$ cat src/rtl/pipeline_pkg.sv
// Shared types and constants for the RV32 pipeline hazard logic.
package pipeline_pkg;

  typedef enum logic [1:0] {
    FWD_RF  = 2'b00,
    FWD_WB  = 2'b01,
    FWD_MEM = 2'b10
  } fwd_sel_t;

  typedef enum logic {
    RUN      = 1'b0,
    MEM_WAIT = 1'b1
  } hz_state_t;

  localparam logic [1:0] RESULT_SRC_LOAD = 2'b01;

  // MEM holds the younger result, so it wins over WB; x0 is never forwarded.
  function automatic fwd_sel_t fwd_select(
    input logic [4:0] rs,
    input logic [4:0] rd_m,
    input logic       reg_write_m,
    input logic [4:0] rd_w,
    input logic       reg_write_w
  );
    fwd_sel_t sel;
    sel = FWD_RF;
    if (reg_write_m && (rd_m != 5'd0) && (rd_m == rs)) begin
      sel = FWD_MEM;
    end else if (reg_write_w && (rd_w != 5'd0) && (rd_w == rs)) begin
      sel = FWD_WB;
    end
    return sel;
  endfunction

endpackage

$ cat src/rtl/hazard_mem_fsm.sv
// Freezes the pipeline while a MEM-stage access is unacknowledged;
// a watchdog releases the freeze after MEM_TIMEOUT cycles and latches mem_err.
module hazard_mem_fsm
  import pipeline_pkg::*;
#(
  parameter int unsigned MEM_TIMEOUT = 64
) (
  input  logic clk,
  input  logic rst,
  input  logic mem_req_i,
  input  logic mem_ready_i,
  output logic mem_stall_o,
  output logic mem_err_o
);

  localparam int unsigned CW = $clog2(MEM_TIMEOUT);
  localparam logic [CW-1:0] WAIT_LAST = CW'(MEM_TIMEOUT - 1);

  hz_state_t     state_q, state_d;
  logic [CW-1:0] wait_cnt_q, wait_cnt_d;
  logic          mem_err_q, mem_err_d;
  logic          pending;
  logic          timeout_hit;

  assign pending     = mem_req_i && !mem_ready_i;
  // Wait cycle k carries wait_cnt_q == k-1, so the release lands on cycle MEM_TIMEOUT.
  assign timeout_hit = (state_q == MEM_WAIT) && (wait_cnt_q == WAIT_LAST) && pending;
  assign mem_stall_o = pending && !timeout_hit;
  assign mem_err_o   = mem_err_q;

  always_comb begin
    state_d    = state_q;
    wait_cnt_d = wait_cnt_q;
    mem_err_d  = mem_err_q || timeout_hit;
    unique case (state_q)
      RUN: begin
        wait_cnt_d = '0;
        if (mem_stall_o) begin
          state_d    = MEM_WAIT;
          wait_cnt_d = CW'(1);
        end
      end
      MEM_WAIT: begin
        if (mem_stall_o) begin
          wait_cnt_d = wait_cnt_q + CW'(1);
        end else begin
          state_d    = RUN;
          wait_cnt_d = '0;
        end
      end
      default: begin
        state_d    = RUN;
        wait_cnt_d = '0;
      end
    endcase
  end

  always_ff @(posedge clk or negedge rst) begin
    if (!rst) begin
      state_q    <= RUN;
      wait_cnt_q <= '0;
      mem_err_q  <= 1'b0;
    end else begin
      state_q    <= state_d;
      wait_cnt_q <= wait_cnt_d;
      mem_err_q  <= mem_err_d;
    end
  end

endmodule

$ cat src/rtl/hazard_unit.sv
// Pipeline hazard controller: EX operand forwarding, load-use stall,
// branch flush, memory-wait freeze and saturating stall/flush counters.
module hazard_unit
  import pipeline_pkg::*;
#(
  parameter int unsigned MEM_TIMEOUT = 64,
  parameter int unsigned CNT_WIDTH   = 32
) (
  input  logic                 clk,
  input  logic                 rst,
  input  logic [4:0]           rs1_d,
  input  logic [4:0]           rs2_d,
  input  logic [4:0]           rs1_e,
  input  logic [4:0]           rs2_e,
  input  logic [4:0]           rd_e,
  input  logic [1:0]           result_src_e,
  input  logic                 pc_src_e,
  input  logic [4:0]           rd_m,
  input  logic                 reg_write_m,
  input  logic [4:0]           rd_w,
  input  logic                 reg_write_w,
  input  logic                 mem_req_m,
  input  logic                 mem_ready,
  output logic [1:0]           forward_a_e,
  output logic [1:0]           forward_b_e,
  output logic                 stall_f,
  output logic                 stall_d,
  output logic                 stall_e,
  output logic                 stall_m,
  output logic                 flush_d,
  output logic                 flush_e,
  output logic                 flush_w,
  output logic                 mem_err,
  output logic [CNT_WIDTH-1:0] stall_cnt,
  output logic [CNT_WIDTH-1:0] flush_cnt
);

  fwd_sel_t             fwd_a, fwd_b;
  logic                 lw_stall;
  logic                 mem_stall;
  logic [CNT_WIDTH-1:0] stall_cnt_q, stall_cnt_d;
  logic [CNT_WIDTH-1:0] flush_cnt_q, flush_cnt_d;

  assign fwd_a       = fwd_select(rs1_e, rd_m, reg_write_m, rd_w, reg_write_w);
  assign fwd_b       = fwd_select(rs2_e, rd_m, reg_write_m, rd_w, reg_write_w);
  assign forward_a_e = fwd_a;
  assign forward_b_e = fwd_b;

  assign lw_stall = (result_src_e == RESULT_SRC_LOAD) && (rd_e != 5'd0) &&
                    ((rd_e == rs1_d) || (rd_e == rs2_d));

  hazard_mem_fsm #(
    .MEM_TIMEOUT(MEM_TIMEOUT)
  ) u_mem_fsm (
    .clk        (clk),
    .rst        (rst),
    .mem_req_i  (mem_req_m),
    .mem_ready_i(mem_ready),
    .mem_stall_o(mem_stall),
    .mem_err_o  (mem_err)
  );

  // During a memory freeze EX is held, so branch/load-use actions simply replay later.
  always_comb begin
    stall_f = 1'b0;
    stall_d = 1'b0;
    stall_e = 1'b0;
    stall_m = 1'b0;
    flush_d = 1'b0;
    flush_e = 1'b0;
    flush_w = 1'b0;
    if (mem_stall) begin
      stall_f = 1'b1;
      stall_d = 1'b1;
      stall_e = 1'b1;
      stall_m = 1'b1;
      flush_w = 1'b1;
    end else begin
      stall_f = lw_stall;
      stall_d = lw_stall;
      flush_d = pc_src_e;
      flush_e = lw_stall || pc_src_e;
    end
  end

  always_comb begin
    stall_cnt_d = stall_cnt_q;
    flush_cnt_d = flush_cnt_q;
    if (stall_f && (stall_cnt_q != '1)) begin
      stall_cnt_d = stall_cnt_q + CNT_WIDTH'(1);
    end
    if ((flush_d || flush_e) && (flush_cnt_q != '1)) begin
      flush_cnt_d = flush_cnt_q + CNT_WIDTH'(1);
    end
  end

  always_ff @(posedge clk or negedge rst) begin
    if (!rst) begin
      stall_cnt_q <= '0;
      flush_cnt_q <= '0;
    end else begin
      stall_cnt_q <= stall_cnt_d;
      flush_cnt_q <= flush_cnt_d;
    end
  end

  assign stall_cnt = stall_cnt_q;
  assign flush_cnt = flush_cnt_q;

endmodule

$ cat config.mk
export PLATFORM = sky130hd
export DESIGN_NAME = hazard_unit
export DESIGN_NICKNAME = d
export VERILOG_FILES = /design/src/rtl/pipeline_pkg.sv /design/src/rtl/hazard_mem_fsm.sv /design/src/rtl/hazard_unit.sv
export SDC_FILE = /design/constraint.sdc
export NUM_CORES = 1
export LEC_CHECK = 0
export CAP_MARGIN = 20
export CORE_ASPECT_RATIO = 1.25
export CORE_UTILIZATION = 40
export CTS_CLUSTER_SIZE = 10
export DETAILED_ROUTE_END_ITERATION = 10
export GPL_ROUTABILITY_DRIVEN = 0
export PLACE_DENSITY = 0.67
export SYNTH_ARGS = -nofsm -noshare
export SYNTH_HDL_FRONTEND = slang
export SYNTH_SLANG_ARGS = --single-unit
$ cat constraint.sdc
create_clock -name clk -period 3.3 [get_ports clk]
set_input_delay 0.825 -clock clk [delete_from_list [all_inputs] [get_ports clk]]
set_output_delay 0.825 -clock clk [all_outputs]
set_load 0.02 [all_outputs]
# After elaboration in Yosys (flattened, before gate mapping)
# Cells that the tools add are included.
# word_totals
register_bits	72
latchBits	0
mem_bits_rw	0
rom_bits	0
inputBits	44
mem_count	0
# classes
add_sub_neg	3
mul	0
div_mod_pow	0
order_cmp	0
eq_ne	10
shift	0
muxes	11
n_bitwise	1
n_reduce_logical	23
# ops
cell	n
adder 32 x 1 -> 32 bit (second input constant)	2
inequality test 32 bit (second input constant)	2
equality test 5 bit	6
nonzero test 5 bit	3
logical AND 1 bit	14
one-hot mux 6 bit (2 select lines)	1
two-way mux 1 bit	7
adder 6 x 1 -> 6 bit (second input constant)	1
equality test 6 bit (second input constant)	1
two-way mux 6 bit	1
logical OR 1 bit	4
two-way mux 2 bit	2
equality test 2 x 1 -> 1 bit (second input constant)	1
zero test 1 bit	2
inverter 1 bit	1

# Longest topological paths before layout
# Gate-level depths: netlist (run 1).
# depth
word_depth	8
mapped_depth	9

# Cells and area by module
# Synthesis (run 1) repeated with hierarchy kept, for this count alone.
# unflattened
cells_unflattened	376
area_unflattened_um2	3955.0
# by_module_without_submodules
mod	instances	cells_per_inst	area_each_um2
hazard_unit	1	345	3613.5
hazard_mem_fsm	1	31	341.6

# Worst setup path after synthesis (run 1)
# No wires, ideal clock.
# synth_timing
path_type	input to output
from	input rd_m[1]
to	output forward_a_e[0]
arrival_ps	2442
required_ps	2475
setup_slack_ps	33
path_stages	4
path_cell_list	or4_1 o21ai_0 nor4_1 nor4_1
# synth_via
elab_chain_len	4
elab_cells_between_ends	5
classes_between	eq/ne: 1; mux: 1; reduce/logical: 3
# synth_rtl
element	line	source
start, declared	hazard_unit.sv:18	input logic [4:0] rd_m,
nonzero test 5 bit	pipeline_pkg.sv:27	if (reg_write_m && (rd_m != 5'd0) && (rd_m == rs)) begin
logical AND 1 bit	pipeline_pkg.sv:27	
logical AND 1 bit (*)	pipeline_pkg.sv:27	
two-way mux 2 bit (*)	pipeline_pkg.sv:27	
end, declared	hazard_unit.sv:24	output logic [1:0] forward_a_e,
# Every way passes the cells marked *; elsewhere a longest branch is shown, timed or not.

# Final worst setup path (run 1)
# layout_timing
from	input mem_req_m
to	output flush_d
# layout_via
elab_chain_len	5
# layout_rtl
element	line	source
start, declared	hazard_unit.sv:22	input logic mem_req_m,
logical AND 1 bit (*)	hazard_mem_fsm.sv:25	assign pending = mem_req_i && !mem_ready_i;
logical AND 1 bit	hazard_mem_fsm.sv:27	assign timeout_hit = (state_q == MEM_WAIT) && (wait_cnt_q == WAIT_LAST) && pending;
zero test 1 bit	hazard_mem_fsm.sv:28	assign mem_stall_o = pending && !timeout_hit;
logical AND 1 bit (*)	hazard_mem_fsm.sv:28	
two-way mux 1 bit (*)	hazard_unit.sv:72	if (mem_stall) begin
end, declared	hazard_unit.sv:30	output logic flush_d,
# Marks and branches as above.

==> results of run 1 <==
## worst max-delay path: cells and delay by family
| family | cells | cell delay, ns |
|---|---|---|
| and+or+nand+nor | 2 | 0.33 |
| AOI/OAI and AO/OA | 1 | 0.08 |
| buffers and inverters | 3 | 1.12 |
## registers in the layout, summed over array words and instances, names as in the netlist
name and cells:
u_mem_fsm.mem_err_o 1, u_mem_fsm.state_q 1, stall_cnt 32, u_mem_fsm.wait_cnt_q 6, flush_cnt 32
## per-stage QoR
stage	utilization (%)	setup WS, ns	instance area [sq um]	hold WS [ns]	setup TNS [ns]
after global placement	57.31	-0.5739	5535	0.4490	-3.717
after floorplan	-	0.03299	3996	0.4498	0
after detailed placement	57.31	-0.5719	5535	0.4505	-4.497
final	60.79	0.1203	5872	0.4544	0
after global routing	60.79	0.03156	5872	0.4680	0
after CTS	60.26	-0.04221	5821	0.4566	-0.08400
## synthesized netlist by cell type, types with 2 or more instances
cell type  count
or2_2          2
and3_1        14
nand2_1       29
a21oi_1        5
nand2b_1       2
xor2_1        61
dfrtp_1       72
and2_1         4
inv_1          5
buf_4          4
and4_1         6
nand3_1       31
buf_6          2
or4_1          6
nor2_1        31
mux2_2         2
nor4_4         3
ha_1           3
buf_2          4
o21ai_0        3
nor4_2         2
xnor2_1       33
nor3_2         9
nor4_1        10
nor3_1         8
clkbuf_1       2
nand4_1       17
## report_power, final
group          internal (mW)  total, mW  switching (mW)
Clock                  0.597      0.932           0.335
Sequential             0.973       1.11           0.139
Combinational          0.326      0.646           0.320
Total                   1.90       2.69           0.793
## layout make-up
cell class / instances / area [sq um]
Multi-Input combinational cell: 297 / 2153
Sequential cell: 72 / 1802
Inverter: 6 / 22.52
Clock inverter: 4 / 45.04
Clock buffer: 11 / 242.7
Timing Repair Buffer: 155 / 1449
Fill cell: 797 / 3787
Tap cell: 126 / 157.7
## cell families after synthesis
group	Yosys count	share of synthesized area [%]
compound gates	15	2.599
xor+xnor	94	20.60
fa+ha+maj	3	0.9394
buf+inv	18	2.567
flops	72	45.08
mux	4	1.096
simple gates	181	27.11
## metal layers
| layer | vias up | track usage (%) | share of wire, % |
|---|---|---|---|
| li1 | 1672 | - | - |
| met1 | 1631 | 22.17 | 42 |
| met2 | 112 | 33.73 | 51 |
| met3 | 12 | 3.800 | 5.5 |
| met4 | 0 | 7.513 | 1.9 |
| met5 | - | 0 | 0 |
## repair_timing
item,CTS,global route
pin swaps,4,5
buffers inserted,0,0
endpoints found under the setup margin,8,9
gates resized for setup,29,21
hold endpoints to repair,0,0
## worst paths after layout
check                                                   from                           endpoint  slack (ns)
max                                                mem_req_m                            flush_d        0.12
min                            u_mem_fsm.mem_err_o$_DFF_PN0_      u_mem_fsm.mem_err_o$_DFF_PN0_        0.45
max reg2reg                u_mem_fsm.wait_cnt_q[0]$_DFF_PN0_          stall_cnt[27]$_DFFE_PN0P_        0.70
min reg2reg                    u_mem_fsm.mem_err_o$_DFF_PN0_      u_mem_fsm.mem_err_o$_DFF_PN0_        0.45
max in group asynchronous                                rst  u_mem_fsm.wait_cnt_q[0]$_DFF_PN0_        2.01
min in group asynchronous                                rst          stall_cnt[16]$_DFFE_PN0P_        0.52
==> impl_metrics.csv, run 1 <==
group,metric,value,unit
floorplan,dieArea,10400,sq um
hold_path,hold_depth,1,
yosys,postSynthAreaPerCell,10.33,sq um
critical_path,crit_path_max_incr_delay,0.53,ns
detailed_routing,viasPerCell,5.107,
floorplan,die_w,91.40,microns
final_layout,fin_nets,588,
critical_path,r2r_cells,10,
final_layout,finalNonFillerCells,671,
floorplan,placementRows,40,
clocking,cts_made_buffers,9,
timing,tightest_slew,0.6197,ns
critical_path,criticalPathCategory,"in -> out",
clocking,clk-insertion-delay-late,0.32,ns
global_routing,grt_max_degree,27,
final_layout,drive_gt1_share,16.51,%
clocking,clk_pin_slew,0.05,ns
power,power.density,457.9,nW/um^2
timing,fmax,314.5,MHz
yosys,synth_top_area_cell,"dfrtp_1",
clocking,root_buffer,"clkbuf_16",
flow_run,drv_cap,0,
critical_path,cpMaxStageDelayCell,"clkdlybuf4s50_1",
timing,post-route-min-period,3.180,ns
global_routing,grt_usage,18.90,%
global_routing,gr-total-overflow,0,
yosys,synth_seq_area_share,45.08,%
floorplan,initial_core_util,41.37,%
detailed_routing,num_vias,3427,
clocking,numClockSinks,72,
detailed_routing,wl_per_cell,14.12,microns
yosys,synth.distinct_cells,44,
detailed_routing,antenna_left,0,
yosys,synthArstFlopShare,100.0,%
final_layout,final_common_cell,"clkdlybuf4s50_1",
power,power,2.689,mW
yosys,ys.flop_type,"dfrtp_1",
critical_path,path_common_cell,"clkdlybuf4s50_1",
final_layout,antennaDiodeCount,0,
critical_path,arrival,2.35,ns
clocking,cts_buffer_depth,2,
clocking,htreeDepth,3,
timing,period_share,96.36,%
critical_path,endpoint_kind,"primary output",
global_routing,antenna_found_initial,0,
timing,slew_headroom,58.69,%
hold_path,min_path_type,"reg -> reg",
place,hpwl,7205,microns
yosys,syn_nets,434,
yosys,synth-edff-count,0,
global_routing,grt_pass1_wl,15750,microns
yosys,synth_area,3996,sq um
clocking,cts_tree,"yes",
power,ir_drop,0.4557,mV
floorplan,core-area,9659,sq um
timing,skew,0.006542,ns
critical_path,worstPathCellList,"clkdlybuf4s50_1, nor2b_2, o21ai_2, buf_4, and2_1, clkdlybuf4s50_1",
timing,final-setup-viol-count,0,
critical_path,crit_path_start_kind,"input pin",
yosys,syn_inst,387,
detailed_routing,first_pass_iters,4,
yosys,yosys_warnings,0,
timing,hold_viol,0,
power,leakage,2.629,nW
detailed_routing,drtIter0Drc,43,
global_routing,grt_pass1_vias,3434,
yosys,ys_seq_elements,72,
status,outcome,"complete, no violations",
floorplan,ios,120,
timing,rsz0062_at_grt,"false",
clocking,hold_buffers,0,
floorplan,die_h,113.8,microns
final_layout,area_delta_synth_final,46.93,%
place,portBuffers,119,
critical_path,cp_max_fo,3,
timing,drv_slew,0,
detailed_routing,drc,0,
critical_path,critPathRequiredTime,2.47,ns
place,dp_cells,655,
yosys,yosys-top-cells-area,"dfrtp_1 (45%), xor2_1 (13%), xnor2_1 (7.2%), nand3_1 (3.9%), nor2_1 (2.9%)",
final_layout,layout_common_cells,"clkdlybuf4s50_1 (98), dfrtp_1 (72), xor2_1 (61)",
detailed_routing,wirelength,9472,microns
yosys,synth_top_area_share,45.08,%
Note: power is estimated with default switching activity, not from simulation.
==> run 2: changes to the inputs <==
- SYNTH_HIERARCHICAL: unset -> 1
==> run 2 against run 1 <==
- largest cell class unchanged
- die area shrank 1.0%
- clock power grew 6.3%
- first-iteration DRC count grew 140%
- wire length grew 6.0%
- highest routed layer unchanged
- largest power group unchanged
- synthesized cell count shrank 2.8%
==> impl_metrics.csv, run 2 <==
group,metric,value,unit
status,outcome,"complete, no violations",
yosys,synth-compound-area-share,4.492,%
timing,post-route-min-period,3.259,ns
timing,hold_viol,0,
timing,period_share,98.76,%
final_layout,area_delta_synth_final,48.81,%
critical_path,r2r_cells,10,
global_routing,grt_pass1_vias,3537,
clocking,root_buffer,"clkbuf_16",
clocking,clk-insertion-delay-late,0.33,ns
floorplan,core-area,9609,sq um
critical_path,worstPathCellList,"clkdlybuf4s50_1, or4_4, o21a_4, a31oi_4, inv_1, buf_4",
yosys,yosys-top-cells-area,"dfrtp_1 (46%), xor2_1 (11%), xnor2_1 (10%), nand3_1 (3.5%), nand2_1 (3.3%)",
final_layout,drive_gt1_share,17.16,%
yosys,syn_nets,423,
timing,final-setup-viol-count,0,
detailed_routing,num_vias,3430,
place,portBuffers,119,
yosys,muxShareOfSynthArea,0,%
yosys,synth_top_area_share,45.56,%
global_routing,grt_pass1_wl,16990,microns
hold_path,min_path_type,"reg -> reg",
clocking,cts_buffer_depth,2,
flow_run,drv_cap,0,
clocking,cts_tree,"yes",
place,hpwl,7613,microns
final_layout,fin_nets,584,
clocking,cts_made_buffers,9,
yosys,ys.flop_type,"dfrtp_1",
yosys,ys_seq_elements,72,
final_layout,antennaDiodeCount,0,
power,power,2.564,mW
yosys,yosys_warnings,6,
detailed_routing,antenna_left,0,
clocking,clk_pin_slew,0.05,ns
critical_path,crit_path_max_incr_delay,0.53,ns
yosys,synth.distinct_cells,46,
power,leakage,2.682,nW
detailed_routing,drc,0,
global_routing,gr-total-overflow,0,
power,ir_drop,0.3600,mV
timing,fmax,306.8,MHz
global_routing,grt_max_degree,29,
timing,tns,0,ns
detailed_routing,first_pass_iters,4,
timing,tightest_slew,0.7061,ns
yosys,synth-edff-count,0,
yosys,synth_area,3955,sq um
critical_path,arrival,2.43,ns
timing,finalWorstSetupSlack,0.04098,ns
clocking,htreeDepth,3,
detailed_routing,viasPerCell,5.135,
hold_path,hold_depth,1,
yosys,synth_most_common_cell,"dfrtp_1",
clocking,numClockSinks,72,
yosys,synth_top_area_cell,"dfrtp_1",
detailed_routing,wl_per_cell,15.03,microns
yosys,syn_inst,376,
critical_path,critPathRequiredTime,2.47,ns
timing,rsz0062_at_grt,"true",
yosys,synth_commonest_cells,"dfrtp_1 (72), xor2_1 (49), xnor2_1 (46), nand2_1 (35), nand3_1 (28)",
place,dp_slack,-0.5641,ns
floorplan,ios,120,
yosys,yosys.area_share.xor_xnor,21.04,%
detailed_routing,wirelength,10040,microns
final_layout,final_common_cell,"clkdlybuf4s50_1",
critical_path,cp_max_fo,4,
clocking,hold_buffers,0,
critical_path,crit_path_start_kind,"input pin",
floorplan,dieArea,10290,sq um
detailed_routing,drtIter0Drc,104,
timing,drv_slew,0,
yosys,postSynthAreaPerCell,10.52,sq um
floorplan,die_h,113.2,microns
floorplan,initial_core_util,41.16,%
yosys,synthSimpleGateAreaFrac,25.59,%
power,power.density,435.6,nW/um^2
global_routing,antenna_found_initial,0,
critical_path,endpoint_kind,"primary output",
critical_path,criticalPathCategory,"in -> out",
timing,slew_headroom,52.70,%
critical_path,cpMaxStageDelayCell,"or4_4",
yosys,synth_adder_area_share,0.9491,%
floorplan,placementRows,40,
yosys,synthArstFlopShare,100.0,%
yosys,synth_seq_area_share,45.56,%
floorplan,die_w,90.94,microns
global_routing,grt_usage,20.62,%
yosys,synth_top_family_by_area,"simple AND/OR/NAND/NOR gates",
final_layout,layout_common_cells,"clkdlybuf4s50_1 (97), dfrtp_1 (72), xor2_1 (49)",
timing,skew,0.006940,ns
-- run 2: cell count changes after synthesis, sizes merged, moves of 3 or more --
cell	before	now
nor2	31	19
xnor2	33	46
o21a	0	3
xor2	61	49
mux2	3	0
nand2	29	35
inv	5	9
a21oi	5	2
and3	14	9
buf	10	6
-- run 2: layout make-up --
type	instances	area, sq um
multi-input cells	286	2115
clock inverters	4	51.30
well taps	126	157.7
repair buffers	159	1470
flip-flops and latches	72	1802
clock buffers	12	256.5
fillers	821	3724
inverters	9	33.78
-- run 2: path summary, 6_finish.rpt --
kind / start / end / slack (ns)
max: rd_e[2] / flush_e / 0.04
min: u_mem_fsm/mem_err_o$_DFF_PN0_ / u_mem_fsm/mem_err_o$_DFF_PN0_ / 0.46
max reg2reg: u_mem_fsm/wait_cnt_q[0]$_DFF_PN0_ / flush_cnt[19]$_DFFE_PN0P_ / 0.82
min reg2reg: u_mem_fsm/mem_err_o$_DFF_PN0_ / u_mem_fsm/mem_err_o$_DFF_PN0_ / 0.46
max in group asynchronous: rst / flush_cnt[25]$_DFFE_PN0P_ / 1.99
min in group asynchronous: rst / stall_cnt[4]$_DFFE_PN0P_ / 0.51
-- run 2: layer usage --
| metal | vias to the layer above | GRT usage [%] | part of all wire [%] |
|---|---|---|---|
| li1 | 1645 | - | - |
| met1 | 1676 | 24.30 | 40 |
| met2 | 91 | 37.02 | 53 |
| met3 | 18 | 4.435 | 4.9 |
| met4 | 0 | 7.090 | 1.7 |
| met5 | - | 0 | 0 |
-- run 2: metrics by stage --
stage | hold WS (ns) | cell area, sq um | std cells | util (%)
2_1_floorplan | 0.4649 | 3955 | 376 | -
3_3_place_gp | 0.4467 | 5532 | 651 | 57.57
3_5_place_dp | 0.4514 | 5532 | 651 | 57.57
4_1_cts | 0.4636 | 5837 | 668 | 60.74
5_1_grt | 0.4892 | 5886 | 668 | 61.25
6_report | 0.4595 | 5886 | 668 | 61.25
-- run 2: what timing repair did --
action / CTS / global route
pin swaps: 3 / 6
endpoints found under the setup margin: 11 / 7
setup buffers: 1 / 0
resized for setup: 41 / 14
-- run 2: logic make-up after synthesis --
logic type      after synthesis
fa+ha+maj                     3
buf+inv                      18
compound gates               19
flops                        72
xor+xnor                     95
simple gates                169
-- run 2: power breakdown --
| group | internal (mW) | leakage (nW) | switching, mW |
|---|---|---|---|
| combinational | 0.272 | 1.57 | 0.261 |
| sequential | 0.948 | 0.961 | 0.0929 |
| clock | 0.628 | 0.149 | 0.363 |
-- run 2: worst max-delay path: cells and delay by family --
kind                   cells  cell delay (ns)
AO/OA/AOI/OAI              2             0.43
buffers and inverters      3             0.63
AND/OR/NAND/NOR            1             0.53
